<file path="config.mk">
export PLATFORM = sky130hd
export DESIGN_NAME = mmc_serial_regs
export DESIGN_NICKNAME = d
export VERILOG_FILES = /design/src/rtl/mmc_serial_regs.sv
export SDC_FILE = /design/constraint.sdc
export NUM_CORES = 1
export LEC_CHECK = 0
export BUFFER_PORTS_ARGS = -buffer_cell sky130_fd_sc_hd__buf_2
export CORE_ASPECT_RATIO = 1.2
export CORE_MARGIN = 3
export CORE_UTILIZATION = 30
export CTS_CLUSTER_SIZE = 12
export DETAILED_ROUTE_END_ITERATION = 16
export SETUP_SLACK_MARGIN = 0.4
export SYNTH_ARGS = -nofsm -noshare
export SYNTH_HDL_FRONTEND = slang
export SYNTH_SLANG_ARGS = --single-unit
</file>
<file path="constraint.sdc">
create_clock -name clk -period 2.47 [get_ports clk]
set_clock_uncertainty 0.05 [all_clocks]
set_input_delay 0.3705 -clock clk [delete_from_list [all_inputs] [get_ports clk]]
set_output_delay 0.3705 -clock clk [all_outputs]
set_load 0.005 [all_outputs]
</file>
<file path="src/rtl/mmc_serial_regs.sv">
// Serial register loader: bits arrive one per CPU write, LSB first, into a
// shifter. The completing write commits the assembled value to the register
// picked by that write's address. A write with din[7] set clears the shifter
// and ORs a control pattern into register 0.
module mmc_serial_regs #(
    parameter int unsigned        SHIFT_W  = 5,
    parameter int unsigned        NUM_REGS = 4,
    parameter int unsigned        SEL_LSB  = 13,
    parameter int unsigned        HOLDOFF  = 1,
    parameter logic [SHIFT_W-1:0] CTRL_OR  = SHIFT_W'(5'b01100)
) (
    input  logic                         clk,
    input  logic                         reset_n,
    input  logic                         ce,
    input  logic                         enable,
    input  logic [15:0]                  prg_ain,
    input  logic                         prg_write,
    input  logic [7:0]                   prg_din,
    output logic [NUM_REGS*SHIFT_W-1:0]  regs_out,
    output logic                         load_strobe,
    output logic [$clog2(NUM_REGS)-1:0]  load_idx,
    output logic [$clog2(SHIFT_W+1)-1:0] bit_count,
    output logic                         busy
);

    localparam int unsigned SEL_W = $clog2(NUM_REGS);
    localparam int unsigned CNT_W = $clog2(SHIFT_W + 1);
    localparam int unsigned HO_W  = (HOLDOFF > 0) ? $clog2(HOLDOFF + 1) : 1;

    localparam logic [CNT_W-1:0] LAST_CNT = CNT_W'(SHIFT_W - 1);
    localparam logic [HO_W-1:0]  HO_LOAD  = HO_W'(HOLDOFF);

    logic [SHIFT_W-1:0] regs_q [NUM_REGS];
    logic [SHIFT_W-1:0] regs_d [NUM_REGS];
    logic [SHIFT_W-2:0] shift_q, shift_d;
    logic [CNT_W-1:0]   cnt_q, cnt_d;
    logic [HO_W-1:0]    ho_q, ho_d;
    logic [SEL_W-1:0]   idx_q, idx_d;
    logic               strobe_q, strobe_d;
    logic               busy_q, busy_d;
    logic [SEL_W-1:0]   sel;

    // Only the select field and din[0]/din[7] carry meaning.
    logic unused_c;
    assign unused_c = ^{prg_din[6:1], prg_ain};

    assign sel = prg_ain[SEL_LSB +: SEL_W];

    // Next-state: disable reinitialises; holdoff swallows writes; else shift/load.
    always_comb begin
        regs_d   = regs_q;
        shift_d  = shift_q;
        cnt_d    = cnt_q;
        ho_d     = ho_q;
        idx_d    = idx_q;
        strobe_d = 1'b0;

        if (!enable) begin
            for (int i = 0; i < int'(NUM_REGS); i++) begin
                regs_d[i] = (i == 0) ? CTRL_OR : '0;
            end
            shift_d = '0;
            cnt_d   = '0;
            ho_d    = '0;
            idx_d   = '0;
        end else if (ce) begin
            if (ho_q != '0) begin
                if (!prg_write) begin
                    ho_d = ho_q - HO_W'(1);
                end
            end else if (prg_write && prg_ain[15]) begin
                ho_d = HO_LOAD;
                if (prg_din[7]) begin
                    shift_d   = '0;
                    cnt_d     = '0;
                    regs_d[0] = regs_q[0] | CTRL_OR;
                end else if (cnt_q == LAST_CNT) begin
                    regs_d[sel] = {prg_din[0], shift_q};
                    shift_d     = '0;
                    cnt_d       = '0;
                    idx_d       = sel;
                    strobe_d    = 1'b1;
                end else begin
                    shift_d            = shift_q >> 1;
                    shift_d[SHIFT_W-2] = prg_din[0];
                    cnt_d              = cnt_q + CNT_W'(1);
                end
            end
        end

        busy_d = (cnt_d != '0);
    end

    // State registers with asynchronous reset.
    always_ff @(posedge clk or negedge reset_n) begin
        if (!reset_n) begin
            for (int i = 0; i < int'(NUM_REGS); i++) begin
                regs_q[i] <= (i == 0) ? CTRL_OR : '0;
            end
            shift_q  <= '0;
            cnt_q    <= '0;
            ho_q     <= '0;
            idx_q    <= '0;
            strobe_q <= 1'b0;
            busy_q   <= 1'b0;
        end else begin
            regs_q   <= regs_d;
            shift_q  <= shift_d;
            cnt_q    <= cnt_d;
            ho_q     <= ho_d;
            idx_q    <= idx_d;
            strobe_q <= strobe_d;
            busy_q   <= busy_d;
        end
    end

    // Flatten the register file onto the output bus.
    for (genvar g = 0; g < int'(NUM_REGS); g++) begin : g_out
        assign regs_out[g*SHIFT_W +: SHIFT_W] = regs_q[g];
    end

    assign load_strobe = strobe_q;
    assign load_idx    = idx_q;
    assign bit_count   = cnt_q;
    assign busy        = busy_q;

endmodule

</file>
==> out/qor.yml, run 1 <==
setup_tns_ns: 0
ys_seq_area_share_pct: 53.8
p_sw_share_pct: 21.0
syn_inst: 121
fin_crit_sh_pct: 73.4
synth_common_cells: "dfrtp_1 (30), nor2b_1 (21), mux2i_1 (20), inv_1 (5)"
wl_met1_um: 1500
layout-drive-gt1-share_pct: 31.9
power.switching_uw: 225
worst_slew_pin_slew_ns: 0.725
slew_headroom_pct: 51.7
synth_top_area_share_pct: 50.3
core-area_um2: 4700
power.leakage_uw: 0.000921
clock_power_share_pct: 45.6
antenna_found_initial: 0
fin_crit_ns: 1.81
diodes: 0
syn2layout_area_growth_pct: 22.8
slew_violations: 0
core.rowCount: 27
setup_viol: 0
synth_largest_area_cell: "dfrtp_1"
grt_overflow: 0
synth_nets: 152
gp_congestion: 0.763
dr_wl_met2_um: 1550
clock-root-buffer: "clkbuf_8"
synth_flop_cell: "dfrtp_1"
clk_pin_slew_ns: 0.07
clockBufferDepth: 2
arrival_ns: 1.93
clock-sinks: 32
dieArea_um2: 5870
vias_per_cell: 4.86
ant_nets: 0
internal_power_uw: 844
start_util_pct: 31.8
ir_drop_uv: 248
critPathLaunchType: "register"
wl_met3_um: 181
io_buffer_count: 36
async_reset_ff_share_pct: 100
grt_pass1_vias: 1127
end_kind: "register"
clock_latency_ns: 0.28
io_pins: 56
ys_warn_count: 0
cp_max_fo: 4
top_layer: "met4"
cap_violations: 0
grt_pass1_wl_um: 5670
synth_area_leaders: "dfrtp_1 (50%), mux2i_1 (13%), nor2b_1 (8.8%)"
ys_ff_latch: 32
fmax_mhz: 552
hold_path_class: "in -> async"
dr.first_iter.drc_count: 35
comb_power_share_pct: 5.0
worstPathRequired_ns: 2.59
vias: 1059
postCtsHoldBufs: 0
p_total_uw: 1070
dp_hpwl_um: 2340
die_w_um: 70.4
dr.pass1.iters: 4
ctsResizeCount: 0
p_per_area_nw_per_um2: 583
layout.nets: 190
status: "finished clean"
wl_per_cell_um: 14.9
pwr-share-seq_pct: 49.4
syn_area_um2: 1490
dieHeight_um: 83.3
synth_cell_types: 30
r2r_cells: 6
hold_violations: 0
cts_tree: "yes"
grt_max_degree: 33
rsz0062_at_grt: "false"
synth_most_common_cell: "dfrtp_1"
postRouteWirelength_um: 3240
htreeDepth: 2
critPathKind: "reg -> reg"
synth-edff-count: 0
drc_errors: 0
cts_setup_buffers: 0
synth.avg_cell_area_um2: 12.3
grtUsageTotal_pct: 12.2
cts_buffers: 5
==> kinds of logic (layout without fill, tap and decap cells) <==
logic type / after synthesis / after routing / synth area share [%]
multiplexers: 21 / 21 / 14.2
AND/OR/NAND/NOR: 42 / 42 / 21.0
flip-flops: 32 / 32 / 53.8
adder cells (fa/ha/maj): 2 / 2 / 1.67
buffers and inverters: 10 / 49 / 2.60
AO/OA/AOI/OAI: 14 / 14 / 6.78
==> worst paths after layout <==
check | from | end | slack [ns]
max | bit_count[0]$_DFF_PN0_ | regs_out[1]$_DFFE_PN0P_ | 0.66
min | reset_n | regs_out[0]$_DFFE_PN0P_ | 0.08
min in group clk | prg_din[0] | shift_q[3]$_DFFE_PN0P_ | 0.35
min reg2reg | regs_out[2]$_DFFE_PN1P_ | regs_out[2]$_DFFE_PN1P_ | 0.46
max in group asynchronous | reset_n | shift_q[3]$_DFFE_PN0P_ | 1.81
max reg2reg | bit_count[0]$_DFF_PN0_ | regs_out[1]$_DFFE_PN0P_ | 0.66
==> cell usage in the layout (no fill, tap or decap) <==
master,synthesis,final
nor2_1,2,2
nand3_1,2,2
nand3b_1,1,1
nor4_4,1,1
and3_1,1,1
o22ai_1,2,2
and4b_1,2,2
mux2i_1,20,20
and4bb_2,1,1
a21boi_0,1,1
clkbuf_1,4,1
buf_2,1,36
nor3_1,2,2
nand2_1,2,2
mux2_2,1,1
and2_1,3,3
inv_1,5,5
o21ai_0,3,3
nor3b_2,1,1
bufinv_16,0,1
clkbuf_8,0,5
dfrtp_1,30,30
a21oi_1,1,1
dfstp_2,2,2
nor3b_4,1,1
nand4b_4,1,1
a22o_1,4,4
ha_1,2,2
a32oi_1,2,2
clkinv_2,0,1
nor2b_1,21,21
a211o_1,1,1
nand2b_1,1,1
==> through the flow <==
stage	utilization [%]	setup slack, ns	hold WS (ns)	cell area [um^2]	std cells
final	39.1	0.657	0.0848	1830	218
after CTS	39.1	0.655	0.109	1830	218
after detailed placement	36.8	0.658	0.419	1730	210
after global routing	39.1	0.492	0.132	1830	218
after global placement	36.8	0.665	0.393	1730	210
after floorplan	-	0.802	0.0249	1490	121
==> routing by layer <==
layer | vias up | GRT usage (%)
met1 | 528 | 15.4
met4 | 0 | 4.18
met3 | 2 | 4.96
li1 | 498 | -
met2 | 31 | 18.7
met5 | - | 0
==> state kept, by name, indices dropped and copies added, names as in the netlist <==
register     count
load_idx         2
load_strobe      1
regs_out        20
ho_q             1
shift_q          4
busy             1
bit_count        3
==> worst max-delay path, cell delays in order, from the launching register on <==
cell,delay [ns]
dfrtp_1,0.40
inv_1,0.09
ha_1,0.20
and4bb_2,0.29
nor3b_2,0.38
mux2i_1,0.23
nor2b_1,0.07
==> layout make-up <==
class,instances,area [um^2]
clock buffer,6,72.6
clock inverter,2,35.0
fill,450,2860
inverter,5,18.8
multi-input combinational,79,652
sequential,32,803
tap,58,72.6
timing repair buffer,36,180
==> power groups by stage <==
stage	Combinational, uW	Sequential (uW)	Clock, uW
after global routing	60.0	529	529
after floorplan	26.3	538	0
final	53.3	528	487
after CTS	54.8	528	504
after global placement	52.4	538	0
after detailed placement	54.6	538	0
No activity file was read; power rests on OpenSTA's default activity.
==> run 2, diff against run 1 <==
Clock period 2.47 ns to 1.6 ns, I/O delays scaled along.
==> out/qor.yml, run 2 (synthesis gave the netlist of run 1 again) <==
grt_max_degree: 33
status: "finished, violations left"
dr.first_iter.drc_count: 42
cts_tree: "yes"
rsz0062_at_grt: "true"
post-place-ws_ns: -0.0218
crit_slowest_cell: "dfrtp_1"
grt_pass1_wl_um: 6130
layout-drive-gt1-share_pct: 50.0
core.rowCount: 27
dieHeight_um: 83.3
io_pins: 56
worstPathRequired_ns: 1.72
postPlaceCellArea_um2: 1870
fin_crit_sh_pct: 101
cap_violations: 0
ir_drop_uv: 464
postRouteWirelength_um: 3610
power.leakage_uw: 0.00109
ant_nets: 0
design_area_um2: 2130
hold_path_class: "in -> reg"
core-area_um2: 4700
dp_hpwl_um: 2470
clk_pin_slew_ns: 0.06
vias_per_cell: 4.83
final_cell_mix: "buf_2 (34), dfrtp_1 (29), nor2b_1 (21)"
slew_headroom_pct: 69.6
die_w_um: 70.4
worst_slew_pin_slew_ns: 0.456
violations: "setup timing"
end_kind: "register"
setup_viol: 7
htreeDepth: 2
clockBufferDepth: 2
crit_chain: "inv_2, ha_4, and4b_1, nor3b_4, buf_6, mux2i_1, nor2b_1"
critical-path-max-stage-delay_ns: 0.39
critPathKind: "reg -> reg"
clock_latency_ns: 0.28
wl_per_cell_um: 14.7
io_buffer_count: 36
fmax_mhz: 618
antenna_found_initial: 0
diodes: 0
fin_crit_ns: 1.62
path_delay_family: "simple AND/OR/NAND/NOR gates"
final.setup.worst_slack_ns: -0.0188
dieArea_um2: 5870
grt_overflow: 0
cts_buffers: 5
p_per_area_nw_per_um2: 718
slew_violations: 0
vias: 1188
dr.pass1.iters: 4
layout.nets: 218
drc_errors: 0
largest_reg_flops: 20
grtUsageTotal_pct: 13.0
grt_pass1_vias: 1250
final_common_cell: "buf_2"
critPathLaunchType: "register"
clock-root-buffer: "clkbuf_8"
path_buf_inv: 2
start_util_pct: 31.8
gp_congestion: 0.800
clock-sinks: 32
hold_violations: 0
syn2layout_area_growth_pct: 42.5
arrival_ns: 1.74
cp_max_fo: 5
==> run 2: cell count changes in the layout (fill, tap and decap cells not counted), moves of 3 or more <==
cell / previous run / this run
and2_1: 3 / 0
and2_4: 0 / 3
buf_4: 0 / 20
buf_6: 0 / 8
==> run 2: layer usage <==
metal | vias up | part of all wire, % | GRT usage (%)
met4 | 0 | 1.0 | 4.18
met5 | - | 0 | 0
li1 | 553 | - | -
met3 | 5 | 4.9 | 4.12
met2 | 28 | 51 | 21.5
met1 | 602 | 43 | 15.9
==> run 2: stage by stage <==
| stage | TNS [ns] | util [%] | hold slack, ns | power [uW] | instances |
|---|---|---|---|---|---|
| after detailed placement | -0.0435 | 39.9 | 0.285 | 935 | 225 |
| after global routing | -1.17 | 45.4 | 0.246 | 1590 | 246 |
| after global placement | 0 | 39.9 | 0.261 | 931 | 225 |
| final | -0.0712 | 45.4 | 0.232 | 1530 | 246 |
| after CTS | -0.0856 | 44.3 | 0.225 | 1540 | 242 |
| after floorplan | 0 | - | -0.106 | 876 | 121 |
==> run 2: power breakdown <==
group / switching (uW) / internal (uW) / total, uW
clock: 289 / 305 / 594
combinational: 65.0 / 55.2 / 120
sequential: 2.73 / 813 / 816
==> run 2: path summary, 6_finish.rpt <==
path | depth (start not counted) | endpoint | slack, ns | from
worst min register to register | 2 | regs_out[12]$_DFFE_PN0P_ | 0.49 | regs_out[12]$_DFFE_PN0P_
max in group asynchronous | 2 | bit_count[2]$_DFF_PN0_ | 0.73 | reset_n
min in group asynchronous | 2 | shift_q[1]$_DFFE_PN0P_ | 0.43 | reset_n
worst max-delay path | 7 | regs_out[13]$_DFFE_PN0P_ | -0.02 | bit_count[1]$_DFF_PN0_
worst max register to register | 7 | regs_out[13]$_DFFE_PN0P_ | -0.02 | bit_count[1]$_DFF_PN0_
worst min-delay path | 3 | load_idx[1]$_DFFE_PN0P_ | 0.23 | prg_ain[14]
==> run 2: area by class of cell <==
cell class              count  area (um^2)
clock inverters             1         5.00
clock buffers               7         76.3
fillers                   442         2570
repair buffers             64          428
flip-flops and latches     32          805
well taps                  58         72.6
multi-input cells          79          724
inverters                   5         18.8
==> run 2: worst register-to-register path, delay by kind of cell, from the launching register on <==
family / cells / cell delay [ns]
AND/OR/NAND/NOR: 3 / 0.50
adder cells (fa/ha/maj): 1 / 0.15
flip-flops: 1 / 0.39
buffers and inverters: 2 / 0.23
multiplexers: 1 / 0.19
==> run 2: repair_timing <==
item,4_1_cts,5_1_grt
pin swaps,12,2
endpoints found under the setup margin,35,42
hold buffers,1,0
endpoints found under the hold margin,30,0
buffers inserted,8,4
resized for setup,18,6
